[src/rtl/alu_seq.sv]
// Registered ALU with valid/ready handshakes: arithmetic, logic, shift/rotate, compare and shift-add unsigned multiply.
// Latency: single-cycle ops have out_valid 1 cycle after accept; MUL has out_valid WIDTH+1 cycles after accept.
// Backpressure: results and flags hold in DONE until out_ready; in_ready is high only in IDLE (max 1 op per 2 clocks).
module alu_seq #(
    parameter int WIDTH = 8
) (
    input  logic             clk,
    input  logic             rst_n,
    input  logic             in_valid,
    output logic             in_ready,
    input  logic [3:0]       ctrl,
    input  logic [WIDTH-1:0] x,
    input  logic [WIDTH-1:0] y,
    output logic             out_valid,
    input  logic             out_ready,
    output logic [WIDTH-1:0] out,
    output logic [WIDTH-1:0] out_hi,
    output logic             carry,
    output logic             ovf,
    output logic             zero
);

    localparam int SHW = $clog2(WIDTH);
    localparam logic [SHW-1:0] CNT_LAST = SHW'(WIDTH - 1);

    localparam logic [3:0] OP_ADD = 4'b0000;
    localparam logic [3:0] OP_SUB = 4'b0001;
    localparam logic [3:0] OP_AND = 4'b0010;
    localparam logic [3:0] OP_OR  = 4'b0011;
    localparam logic [3:0] OP_NOT = 4'b0100;
    localparam logic [3:0] OP_XOR = 4'b0101;
    localparam logic [3:0] OP_NOR = 4'b0110;
    localparam logic [3:0] OP_SLL = 4'b0111;
    localparam logic [3:0] OP_SRL = 4'b1000;
    localparam logic [3:0] OP_SRA = 4'b1001;
    localparam logic [3:0] OP_ROL = 4'b1010;
    localparam logic [3:0] OP_ROR = 4'b1011;
    localparam logic [3:0] OP_EQ  = 4'b1100;
    localparam logic [3:0] OP_SLT = 4'b1101;
    localparam logic [3:0] OP_MUL = 4'b1110;

    typedef enum logic [1:0] {
        S_IDLE,
        S_BUSY,
        S_DONE
    } state_t;

    state_t           r_state;
    logic             r_in_ready;
    logic             r_out_valid;
    logic [WIDTH-1:0] r_out;
    logic [WIDTH-1:0] r_out_hi;
    logic             r_carry;
    logic             r_ovf;
    logic             r_zero;

    // Multiplier datapath: r_acc_lo starts as the multiplier and is shifted
    // out LSB-first while the product fills in from the top.
    logic [WIDTH-1:0] r_mcand;
    logic [WIDTH-1:0] r_acc_hi;
    logic [WIDTH-1:0] r_acc_lo;
    logic [SHW-1:0]   r_cnt;

    logic [SHW-1:0]   w_amt;
    logic [WIDTH:0]   w_sum;
    logic [WIDTH:0]   w_diff;
    logic [WIDTH:0]   w_sll;
    logic [WIDTH:0]   w_srl;
    logic [WIDTH:0]   w_sra;
    logic [WIDTH-1:0] w_rol;
    logic [WIDTH-1:0] w_ror;
    logic [WIDTH-1:0] w_res;
    logic             w_carry;
    logic             w_ovf;
    logic             w_accept;
    logic [WIDTH:0]   w_mul_add;
    logic [WIDTH-1:0] w_nxt_hi;
    logic [WIDTH-1:0] w_nxt_lo;

    assign w_amt    = y[SHW-1:0];
    assign w_accept = in_valid & r_in_ready;

    assign in_ready  = r_in_ready;
    assign out_valid = r_out_valid;
    assign out       = r_out;
    assign out_hi    = r_out_hi;
    assign carry     = r_carry;
    assign ovf       = r_ovf;
    assign zero      = r_zero;

    // Single-cycle result and flags, computed from the live inputs and captured at accept.
    always_comb begin
        w_sum   = {1'b0, x} + {1'b0, y};
        w_diff  = {1'b0, x} - {1'b0, y};
        // The extra bit on each shift catches the last bit shifted out; amount 0 leaves it 0.
        w_sll   = {1'b0, x} << w_amt;
        w_srl   = {x, 1'b0} >> w_amt;
        w_sra   = $signed({x, 1'b0}) >>> w_amt;
        w_rol   = '0;
        w_ror   = '0;
        // WIDTH is a power of two, so SHW-bit index arithmetic wraps modulo WIDTH.
        for (int i = 0; i < WIDTH; i++) begin
            w_rol[i] = x[SHW'(i) - w_amt];
            w_ror[i] = x[SHW'(i) + w_amt];
        end
        w_res   = '0;
        w_carry = 1'b0;
        w_ovf   = 1'b0;
        case (ctrl)
            OP_ADD: begin
                w_res   = w_sum[WIDTH-1:0];
                w_carry = w_sum[WIDTH];
                w_ovf   = (x[WIDTH-1] == y[WIDTH-1]) && (w_sum[WIDTH-1] != x[WIDTH-1]);
            end
            OP_SUB: begin
                w_res   = w_diff[WIDTH-1:0];
                w_carry = w_diff[WIDTH];
                w_ovf   = (x[WIDTH-1] != y[WIDTH-1]) && (w_diff[WIDTH-1] != x[WIDTH-1]);
            end
            OP_AND: w_res = x & y;
            OP_OR:  w_res = x | y;
            OP_NOT: w_res = ~x;
            OP_XOR: w_res = x ^ y;
            OP_NOR: w_res = ~(x | y);
            OP_SLL: begin
                w_res   = w_sll[WIDTH-1:0];
                w_carry = w_sll[WIDTH];
            end
            OP_SRL: begin
                w_res   = w_srl[WIDTH:1];
                w_carry = w_srl[0];
            end
            OP_SRA: begin
                w_res   = w_sra[WIDTH:1];
                w_carry = w_sra[0];
            end
            OP_ROL: w_res = w_rol;
            OP_ROR: w_res = w_ror;
            OP_EQ:  w_res = {{(WIDTH-1){1'b0}}, (x == y)};
            OP_SLT: w_res = {{(WIDTH-1){1'b0}}, ($signed(x) < $signed(y))};
            default: w_res = '0;
        endcase
    end

    // One shift-add step: conditionally add the multiplicand, then shift the pair right.
    always_comb begin
        w_mul_add = {1'b0, r_acc_hi} + ({1'b0, r_mcand} & {(WIDTH+1){r_acc_lo[0]}});
        w_nxt_hi  = w_mul_add[WIDTH:1];
        w_nxt_lo  = {w_mul_add[0], r_acc_lo[WIDTH-1:1]};
    end

    // Control FSM with registered handshake outputs, result and flags.
    always_ff @(posedge clk or negedge rst_n) begin
        if (!rst_n) begin
            r_state     <= S_IDLE;
            r_in_ready  <= 1'b1;
            r_out_valid <= 1'b0;
            r_out       <= '0;
            r_out_hi    <= '0;
            r_carry     <= 1'b0;
            r_ovf       <= 1'b0;
            r_zero      <= 1'b0;
            r_mcand     <= '0;
            r_acc_hi    <= '0;
            r_acc_lo    <= '0;
            r_cnt       <= '0;
        end else begin
            case (r_state)
                S_IDLE: begin
                    if (w_accept) begin
                        r_in_ready <= 1'b0;
                        if (ctrl == OP_MUL) begin
                            r_state  <= S_BUSY;
                            r_mcand  <= x;
                            r_acc_hi <= '0;
                            r_acc_lo <= y;
                            r_cnt    <= '0;
                        end else begin
                            r_state     <= S_DONE;
                            r_out_valid <= 1'b1;
                            r_out       <= w_res;
                            r_out_hi    <= '0;
                            r_carry     <= w_carry;
                            r_ovf       <= w_ovf;
                            r_zero      <= (w_res == '0);
                        end
                    end
                end
                S_BUSY: begin
                    r_acc_hi <= w_nxt_hi;
                    r_acc_lo <= w_nxt_lo;
                    r_cnt    <= r_cnt + 1'b1;
                    // The final step writes straight into the output registers.
                    if (r_cnt == CNT_LAST) begin
                        r_state     <= S_DONE;
                        r_out_valid <= 1'b1;
                        r_out       <= w_nxt_lo;
                        r_out_hi    <= w_nxt_hi;
                        r_carry     <= 1'b0;
                        r_ovf       <= 1'b0;
                        r_zero      <= (w_nxt_hi == '0) && (w_nxt_lo == '0);
                    end
                end
                S_DONE: begin
                    if (out_ready) begin
                        r_state     <= S_IDLE;
                        r_out_valid <= 1'b0;
                        r_in_ready  <= 1'b1;
                    end
                end
                default: begin
                    r_state     <= S_IDLE;
                    r_out_valid <= 1'b0;
                    r_in_ready  <= 1'b1;
                end
            endcase
        end
    end

endmodule
[config.mk]
export PLATFORM = sky130hd
export DESIGN_NAME = alu_seq
export DESIGN_NICKNAME = d
export VERILOG_FILES = /design/src/rtl/alu_seq.sv
export SDC_FILE = /design/constraint.sdc
export NUM_CORES = 1
export LEC_CHECK = 0
export BUFFER_PORTS_ARGS = -buffer_cell sky130_fd_sc_hd__buf_2
export CORE_ASPECT_RATIO = 0.6
export CORE_MARGIN = 1
export CORE_UTILIZATION = 28
export CTS_CLUSTER_SIZE = 40
export DETAILED_ROUTE_END_ITERATION = 12
export PLACE_DENSITY = 0.45
export RECOVER_POWER = 25
export SLEW_MARGIN = 30
export SYNTH_ARGS = -nofsm -noshare
export SYNTH_HDL_FRONTEND = slang
export SYNTH_SLANG_ARGS = --single-unit
[constraint.sdc]
create_clock -name clk -period 3.3 [get_ports clk]
set_input_delay 0.66 -clock clk [delete_from_list [all_inputs] [get_ports clk]]
set_output_delay 0.66 -clock clk [all_outputs]
set_load 0.01 [all_outputs]
==> out/qor.yml, run 1 <==
run_status:
  status: "finished with violations"
  violations: "max-capacitance violations, max-slew violations"
setup_path:
  crit_start: "y[1]"
  r2r_setup_slack_ns: 0.54
  cp_cell_sequence: "buf_2 > inv_8 > buf_4 > ha_1 > o21bai_1 > a21oi_1 > o41ai_1 > or4_4 > nor4_4 > nand4_1 > or4_1 > nand3_1"
  crit_path_top_delay_cell: "or4_1"
  crit_required_ns: 3.53
  worstSetupPathType: "in2reg"
  path_buf_inv: 3
  path_max_fanout: 10
  ff2ff_path_depth: 9
  path_delay_family: "simple AND/OR/NAND/NOR gates"
  cp_data_arrival_time_ns: 3.43
  startpoint_type: "input port"
  endpoint_kind: "register"
  timing.rr.end: "zero"
  critPathMaxStageDelay_ns: 0.57
  worstReg2RegStart: "r_acc_lo[0]"
placed_design:
  place_congestion: 1.00
  io_buffers: 44
  place_hpwl_mm: 18.4
  pre_cts_ws_ns: -0.394
  placed_cells: 1028
pwr:
  power.share.clock_pct: 19.7
  p_sw_mw: 1.07
  p_int_mw: 1.68
  power_leakage_nw: 3.18
  p_seq_share_pct: 32.7
  p_total_mw: 2.75
  power_density_nw_per_um2: 386
  ir_worst_vdd_mv: 0.217
  power_frac_comb_pct: 47.6
  p_sw_share_pct: 38.9
timing:
  hold-worst-slack_ns: 0.476
  fmax_mhz: 313
  hold_viol_final: 0
  maxSlewViolCount: 32
  setup_viol: 0
  slew_headroom_pct: -19.6
  timing.final.ws_setup_ns: 0.105
  rsz0062_at_grt: "no"
  layout_min_cycle_time_ns: 3.20
  post-route-period-util_pct: 96.8
  skew_ns: 0.00849
  worst_pin_slew_ns: 1.79
cts:
  holdBufCountCts: 0
  clock_sinks: 50
  path_clk_slew_ns: 0.07
  cts_tree: "built"
  root_buffer: "clkbuf_16"
  numCtsBuffers: 5
  cts-htree-levels: 2
  clock_tree.buffer_depth: 2
  post_cts_buffers: 0
  clk_latency_ns: 0.30
final_layout:
  area_growth_pct: 27.1
  nets: 835
  fin_cells: 1036
  diodes: 0
  drive_gt1_share_pct: 30.8
die:
  fp.dieW_um: 185
  die_h_um: 112
  die-area_um2: 20600
  rows: 39
  fp.coreArea_um2: 19300
  io_pins: 45
  start_util_pct: 29.0
min_path:
  whs_path_depth: 2
  hold_path.class: "reg2reg"
  holdPathEnd: "out_hi[5]"
  hold_start: "out_hi[5]"
detailed_routing:
  drt_first_pass_iters: 5
  wl_per_cell_um: 21.6
  vias: 5696
  viasPerCell: 5.50
  dr.first_iter.drc_count: 597
  detail-route-antenna-nets: 0
  routed_wl_mm: 22.4
  drc: 0
synth:
  netlist_instances: 639
  yosysSeqAreaShare_pct: 22.4
  ys_warn_count: 0
  synth_area_um2: 5600
  synth.ff_latch_count: 50
  synth.avg_cell_area_um2: 8.76
  synth_edf_count: 0
  yosysUniqueCellTypes: 86
  ys.flop_type: "dfrtp_1"
  async_flop_share_pct: 100
  syn_nets: 705
global_route:
  grt_pass1_wl_mm: 34.1
  grt_pass1_vias: 5465
  gr-total-overflow: 0
  grt_max_degree: 38
  antenna_found_initial: 1
  grt_usage_pct: 22.3
job:
  maxCapViolCount: 1
==> registers in the layout, indices dropped and copies added, names as in the netlist, 2 cells and up <==
| signal | flops |
|---|---|
| r_acc_lo | 8 |
| r_acc_hi | 8 |
| out | 8 |
| r_mcand | 8 |
| r_cnt | 3 |
| out_hi | 8 |
| r_state | 2 |
==> power groups by stage <==
stage / Clock, mW / Sequential [mW] / Combinational, mW
finish: 0.540 / 0.897 / 1.31
global route: 0.584 / 0.921 / 1.43
CTS: 0.552 / 0.897 / 1.29
detailed placement: 0 / 0.908 / 1.28
global placement: 0 / 0.904 / 1.27
floorplan: 0 / 0.935 / 0.713
==> metrics by stage <==
stage	TNS (ns)	instance area [um^2]	utilization, %
final	0	7120	36.8
after global routing	0	7120	36.8
after CTS	0	7070	36.6
after detailed placement	-0.832	6920	35.8
after global placement	-0.716	6920	35.8
after floorplan	-0.145	5670	-
==> worst max-delay path by stage <==
| stage | endpoint | slack, ns | depth (start not counted) |
|---|---|---|---|
| 2_1_floorplan | zero | -0.14 | 13 |
| 3_3_place_gp | zero | -0.31 | 13 |
| 3_5_place_dp | zero | -0.39 | 13 |
| 4_1_cts | zero | 0.05 | 10 |
| 5_1_grt | zero | 0.004 | 13 |
| 6_report | zero | 0.10 | 12 |
==> what timing repair did <==
action | in CTS | in global routing
endpoints found under the setup margin | 1 | 2
pin swaps | 0 | 2
gates resized for setup | 2 | 12
==> worst reg2reg max path, cell delays in order, from the launching register on <==
cell     delay [ns]
dfrtp_1        0.46
and2_1         0.18
ha_1           0.21
fa_1           0.44
xnor2_1        0.41
nand4_1        0.25
nor4_1         0.31
and3_1         0.23
nand3_1        0.11
nand3_1        0.11
==> cell type report <==
cell class / instances / area [um^2]
tap: 266 / 333
sequential: 50 / 1250
fill: 2010 / 12200
multi-input combinational: 505 / 3970
timing repair buffer: 178 / 1290
clock buffer: 8 / 146
inverter: 29 / 133
==> placed cells by master (no fill, tap or decap), types with 9 or more instances in the layout <==
cell / instances
a211oi_1: 12
a21o_1: 10
a21oi_1: 26
and2_1: 9
buf_2: 43
buf_4: 126
dfrtp_1: 49
ha_1: 38
inv_1: 24
mux2i_1: 29
mux4_2: 19
nand2_1: 63
nand2b_1: 9
nand3_1: 12
nand4_1: 11
nor2_1: 48
o21ai_0: 38
o21ai_1: 10
==> layer usage <==
layer  routed length, um  GRT usage, %  part of all wire (%)
met1               12000          37.2                    53
met2                8000          27.0                    36
met3                2410          7.79                    11
met4                  36          1.00                  0.16
met5                   0             0                     0
==> cells in the mapped netlist, types with 10 or more instances <==
cell type  instances  area share, %
o21ai_1           11           0.98
dfrtp_1           49             22
nand3_1           12            1.1
nand4_1           11            1.2
a21o_1            10            1.3
mux2i_1           29            5.2
ha_1              39            8.7
buf_2             10           0.89
a21oi_1           26            2.3
nor2_1            49            3.3
o21ai_0           38            3.4
mux4_2            19            7.6
nand2_1           63            4.2
inv_1             24            1.6
clkbuf_1          30            2.0
a211oi_1          14            1.9
==> cell families (layout without fill, tap and decap cells) <==
logic type               after synthesis  after routing  share of synthesized area, %
AO/OA/AOI/OAI                        171            171                          20.8
XOR/XNOR                               9              9                          1.41
adder cells (fa/ha/maj)               42             42                          9.79
buffers and inverters                 84            215                          8.11
flip-flops                            50             50                          22.4
multiplexers                          64             64                          16.0
AND/OR/NAND/NOR                      219            219                          21.5
(Power assumes the default switching activity.)
==> run 2, diff against run 1 <==
--- a/config.mk
+++ b/config.mk
@@ -11,7 +11,7 @@
 export CORE_UTILIZATION = 28
 export CTS_CLUSTER_SIZE = 40
 export DETAILED_ROUTE_END_ITERATION = 12
-export PLACE_DENSITY = 0.45
+export PLACE_DENSITY = 0.54
 export RECOVER_POWER = 25
 export SLEW_MARGIN = 30
 export SYNTH_ARGS = -nofsm -noshare
==> run 2 against run 1 <==
Effect of this change:
- the run still ends with max-capacitance violations, max-slew violations left
- die area unchanged
- core utilization decreased by 0.48 points
- sequential cell count unchanged
- clock power increased by 9.6%
- final area decreased by 1.3%
- non-clock buffer count decreased by 15
- maximum frequency decreased by 2.0%
- largest cell class unchanged
==> out/qor.yml, run 2 (synthesized netlist as in run 1, its figures left out) <==
cts:
  clk_latency_ns: 0.30  # about the same
  clock_tree.buffer_depth: 2  # unchanged
  cts_tree: "built"
  holdBufCountCts: 0  # unchanged
  clock_sinks: 50  # unchanged
  path_clk_slew_ns: 0.07  # about the same
  root_buffer: "clkbuf_16"
  numCtsBuffers: 5  # unchanged
  cts-htree-levels: 2  # unchanged
timing:
  hold-worst-slack_ns: 0.473  # -0.00234 ns
  setup_viol: 0  # unchanged
  skew_ns: 0.00566  # -0.00283 ns
  fmax_mhz: 307  # -2.0%
  maxSlewViolCount: 40  # +25%
  layout_min_cycle_time_ns: 3.26  # +0.0656 ns
  hold_viol_final: 0  # unchanged
  slew_headroom_pct: -44.9  # -25 points
  post-route-period-util_pct: 98.8  # +2.0 points
  rsz0062_at_grt: "no"
  worst_pin_slew_ns: 2.17  # +0.379 ns
placed_design:
  place_congestion: 0.986  # -1.8%
  place_hpwl_mm: 16.9  # -8.0%
  io_buffers: 44  # unchanged
  placed_cells: 1012  # -1.6%
global_route:
  antenna_found_initial: 0  # -1
  gr-total-overflow: 0  # unchanged
  grt_pass1_wl_mm: 31.6  # -7.3%
  grt_usage_pct: 20.6  # -1.7 points
  grt_pass1_vias: 5011  # -8.3%
  grt_max_degree: 40  # +5.3%
detailed_routing:
  drt_first_pass_iters: 6  # +1
  wl_per_cell_um: 20.2  # -6.9%
  dr.first_iter.drc_count: 635  # +6.4%
  routed_wl_mm: 20.6  # -8.2%
  drc: 0  # unchanged
  viasPerCell: 5.46  # -0.67%
  vias: 5576  # -2.1%
  detail-route-antenna-nets: 0  # unchanged
die:
  io_pins: 45  # unchanged
  start_util_pct: 29.0  # unchanged
  die-area_um2: 20600  # unchanged
  die_h_um: 112  # unchanged
  fp.coreArea_um2: 19300  # unchanged
  fp.dieW_um: 185  # unchanged
  rows: 39  # unchanged
setup_path:
  critPathMaxStageDelay_ns: 0.56  # about the same
  path_max_fanout: 6  # -4
  path_delay_family: "simple AND/OR/NAND/NOR gates"
  r2r_setup_slack_ns: 0.56  # +0.02 ns
  path_buf_inv: 3  # unchanged
  timing.rr.end: "zero"
  startpoint_type: "input port"
  worstSetupPathType: "in2reg"
  cp_cell_sequence: "buf_2 > inv_8 > ha_4 > mux2_1 > mux2i_1 > buf_4 > a2bb2oi_1 > o41ai_1 > nor4_4 > nand4_1 > or4_1 > nand3_1"
  crit_required_ns: 3.53  # about the same
  crit_path_top_delay_cell: "or4_1"
  ff2ff_path_depth: 11  # +2
  worstReg2RegStart: "r_acc_lo[0]"
  endpoint_kind: "register"
  cp_data_arrival_time_ns: 3.50  # +0.07 ns
run_status:
  violations: "max-capacitance violations, max-slew violations"
  status: "finished with violations"
job:
  maxCapViolCount: 1  # unchanged
pwr:
  p_seq_share_pct: 32.6  # about the same
  p_sw_share_pct: 37.8  # -1.1 points
  power.share.clock_pct: 21.4  # +1.7 points
  power_density_nw_per_um2: 393  # +1.9%
  power_leakage_nw: 3.13  # -1.5%
  ir_worst_vdd_mv: 0.274  # +26%
  p_int_mw: 1.72  # +2.3%
  power_frac_comb_pct: 45.9  # -1.7 points
  p_sw_mw: 1.04  # -2.2%
  p_total_mw: 2.76  # +0.55%
min_path:
  whs_path_depth: 1  # -1
  hold_start: "out[4]"
  hold_path.class: "reg2reg"
  holdPathEnd: "out[4]"
final_layout:
  final_cell_mix: "buf_4 (111), nand2_1 (63), nor2_1 (49), dfrtp_1 (49), buf_2 (43)"
  area_growth_pct: 25.5
  regArea_um2: 1250  # unchanged
  fin_cells: 1021  # -1.4%
  multiInputGateArea_um2: 3930  # -0.82%
  nFillCells: 2007  # -0.15%
  nets: 820  # -1.8%
  drive_gt1_share_pct: 28.9  # -1.9 points
  diodes: 0  # unchanged
  final_util_pct: 36.4  # -0.48 points
  mostFrequentLayoutCell: "buf_4"
run 2: cell count changes in the layout (fill, tap and decap cells not counted), sizes merged:
cell and delta:
clkinv +2, buf -14, clkbuf -4, bufinv +1
run 2: through the flow:
stage | TNS [ns] | worst slack (ns) | instance area (um^2)
after floorplan | -0.145 | -0.145 | 5670
after global placement | -0.228 | -0.177 | 6840
after detailed placement | -0.351 | -0.223 | 6840
after CTS | 0 | 0.0866 | 7010
after global routing | 0 | 0.00438 | 7030
final | 0 | 0.0389 | 7030
run 2: how the worst max path moves through the flow:
stage                end  cells after the start  startpoint
floorplan           zero                     13        y[1]
global placement    zero                     11        y[1]
detailed placement  zero                     12        y[1]
CTS                 zero                     11        y[1]
global route        zero                     10        x[6]
finish              zero                     12        y[1]
run 2: area by class of cell:
| cell class | count | share of cell area [%] |
|---|---|---|
| Tap cell | 266 | 4.74 |
| Multi-Input combinational cell | 505 | 56.0 |
| Timing Repair Buffer | 163 | 17.3 |
| Sequential cell | 50 | 17.8 |
| Inverter | 29 | 1.89 |
| Clock inverter | 3 | 0.570 |
| Clock buffer | 5 | 1.78 |
run 2: what timing repair did:
action | CTS | global route
setup endpoints to repair | 0 | 2
resized for setup | 0 | 3
setup buffers | 0 | 1
run 2: worst reg2reg max path, stage by stage, from the launching register on:
cell      delay, ns
dfrtp_1        0.48
and2_1         0.19
ha_1           0.21
fa_1           0.44
a211oi_1       0.22
nor2_1         0.09
o21a_1         0.19
o21ai_0        0.23
nand2b_1       0.10
a21oi_1        0.23
nand3_1        0.17
nand3_1        0.12
run 2: layer usage:
layer	vias up	track usage, %	share of wire [%]	wire (um)
met5	-	0	0	0
li1	2615	-	-	-
met1	2657	35.0	53	10900
met2	287	22.3	33	6820
met4	0	2.22	0.72	148
met3	17	8.64	13	2680
run 2: power groups by stage:
stage	Clock, mW	Sequential, mW	Combinational, mW
global route	0.636	0.921	1.40
global placement	0	0.908	1.24
floorplan	0	0.935	0.713
CTS	0.606	0.899	1.25
finish	0.592	0.901	1.27
detailed placement	0	0.910	1.24
==> run 3, diff against run 2 <==
--- a/config.mk
+++ b/config.mk
@@ -6,7 +6,7 @@
 export NUM_CORES = 1
 export LEC_CHECK = 0
 export BUFFER_PORTS_ARGS = -buffer_cell sky130_fd_sc_hd__buf_2
-export CORE_ASPECT_RATIO = 0.6
+export CORE_ASPECT_RATIO = 1.1
 export CORE_MARGIN = 1
 export CORE_UTILIZATION = 28
 export CTS_CLUSTER_SIZE = 40
==> run 3 against run 2 <==
Effect of this change:
- sequential cell count is the same
- non-clock buffer count grew 5
- combinational power shrank 3%
- final cell count shrank 1.4%
- clock-buffer cell count grew 1
- critical path type unchanged
- die area is essentially flat
- highest routed layer unchanged
- largest power group unchanged
- final area shrank 0.20%
- largest cell class unchanged
- maximum frequency grew 2.2%
- the flow now finishes without violations
==> out/qor.yml, run 3 (synthesized netlist as in run 1, its figures left out) <==
run_status:
  status: "completed"
cts:
  holdBufCountCts: 0  # unchanged
  cts-htree-levels: 2  # unchanged
  root_buffer: "clkbuf_16"
  numCtsBuffers: 5  # unchanged
  clock_sinks: 50  # unchanged
  clock_tree.buffer_depth: 2  # unchanged
  path_clk_slew_ns: 0.06  # about the same
  cts_tree: "built"
  clk_latency_ns: 0.29  # about the same
timing:
  final.setup.tns_ns: 0  # unchanged
  fmax_mhz: 313  # +2.2%
  hold_viol_final: 0  # unchanged
  post-route-period-util_pct: 96.7  # -2.1 points
  worst_pin_slew_ns: 0.892  # -1.28 ns
  skew_ns: 0.00585  # +0.000192 ns
  layout_min_cycle_time_ns: 3.19  # -0.0690 ns
  timing.final.ws_setup_ns: 0.108  # +0.0690 ns
  rsz0062_at_grt: "no"
  setup_viol: 0  # unchanged
  hold-worst-slack_ns: 0.469  # -0.00431 ns
  slew_headroom_pct: 40.5  # +85 points
  maxSlewViolCount: 0  # -100%
die:
  fp.dieW_um: 137  # -26%
  io_pins: 45  # unchanged
  die_h_um: 150  # +35%
  rows: 53  # +36%
  die-area_um2: 20600  # about the same
  fp.coreArea_um2: 19400  # +0.21%
  start_util_pct: 28.9  # -0.060 points
final_layout:
  drive_gt1_share_pct: 29.5  # +0.60 points
  area_growth_pct: 25.2
  mostFrequentLayoutCell: "buf_4"
  final_cell_mix: "buf_4 (116), nand2_1 (63), nor2_1 (49), dfrtp_1 (49), buf_2 (43)"
  nets: 825  # +0.61%
  fin_cells: 1007  # -1.4%
  final_area_um2: 7010  # -0.20%
  diodes: 0  # unchanged
  final_util_pct: 36.2  # -0.15 points
detailed_routing:
  drc: 0  # unchanged
  highest_layer: "met4"
  vias: 5517  # -1.1%
  met2_length_mm: 8.66  # +27%
  drt_first_pass_iters: 5  # -1
  routed_wl_mm: 18.7  # -9.0%
  met3_length_mm: 1.02  # -62%
  wl_met1_mm: 8.29  # -24%
  dr.first_iter.drc_count: 508  # -20%
  wl_per_cell_um: 18.6  # -7.8%
  viasPerCell: 5.48  # +0.32%
  detail-route-antenna-nets: 0  # unchanged
placed_design:
  placed_cells: 998  # -1.4%
  place_congestion: 0.930  # -5.7%
  place_hpwl_mm: 15.0  # -11%
  io_buffers: 44  # unchanged
  pre_cts_ws_ns: -0.266  # -0.0428 ns
  placedInstanceArea_um2: 6840  # about the same
pwr:
  p_total_mw: 2.63  # -4.6%
  power_density_nw_per_um2: 376  # -4.4%
  power_leakage_nw: 3.13  # +0.13%
  ir_worst_vdd_mv: 0.444  # +62%
setup_path:
  ff2ff_path_depth: 11  # unchanged
  endpoint_kind: "register"
  cp_data_arrival_time_ns: 3.42  # -0.08 ns
  crit_required_ns: 3.53  # about the same
  path_max_fanout: 6  # unchanged
  r2r_setup_slack_ns: 0.60  # +0.04 ns
  startpoint_type: "input port"
  worstSetupPathType: "in2reg"
global_route:
  gr-total-overflow: 0  # unchanged
  grt_usage_pct: 18.9  # -1.7 points
  antenna_found_initial: 0  # unchanged
  grt_pass1_wl_mm: 29.7  # -6.2%
  grt_pass1_vias: 5308  # +5.9%
  grt_max_degree: 37  # -7.5%
min_path:
  hold_path.class: "in2async"
job:
  maxCapViolCount: 0  # -1
run 3: worst paths after layout:
path	to	start
max	zero	y[1]
min	r_acc_lo[6]	rst_n
max reg2reg	zero	r_acc_lo[0]
min reg2reg	r_mcand[7]	r_mcand[7]
max in group asynchronous	r_cnt[1]	rst_n
min in group clk	r_mcand[7]	r_mcand[7]
run 3: per-layer routing:
layer / vias up / track usage, %
li1: 2628 / -
met1: 2650 / 25.6
met2: 203 / 30.3
met3: 36 / 1.55
met4: 0 / 8.52
met5: - / 0
run 3: final cells by class:
class / count / area [um^2]
inverter: 29 / 133
fill: 2057 / 12300
sequential: 50 / 1250
tap: 247 / 309
multi-input combinational: 505 / 3940
clock buffer: 6 / 129
timing repair buffer: 168 / 1230
clock inverter: 2 / 13.8
run 3: where the power goes:
| group | internal [mW] | switching, mW |
|---|---|---|
| clock | 0.282 | 0.226 |
| sequential | 0.789 | 0.105 |
| combinational | 0.575 | 0.658 |
run 3: repair_timing:
action,4_1_cts,5_1_grt
endpoints found under the setup margin,0,2
resized for setup,0,7
buffers inserted,0,1
run 3: critical path, stage by stage:
cell	delay (ns)
buf_2	0.13
buf_4	0.17
ha_1	0.24
xnor2_1	0.18
buf_4	0.15
mux4_2	0.52
nand2_1	0.10
nand3_1	0.11
a2111oi_0	0.32
buf_4	0.21
o221ai_2	0.11
or4_1	0.42
nand3_1	0.09
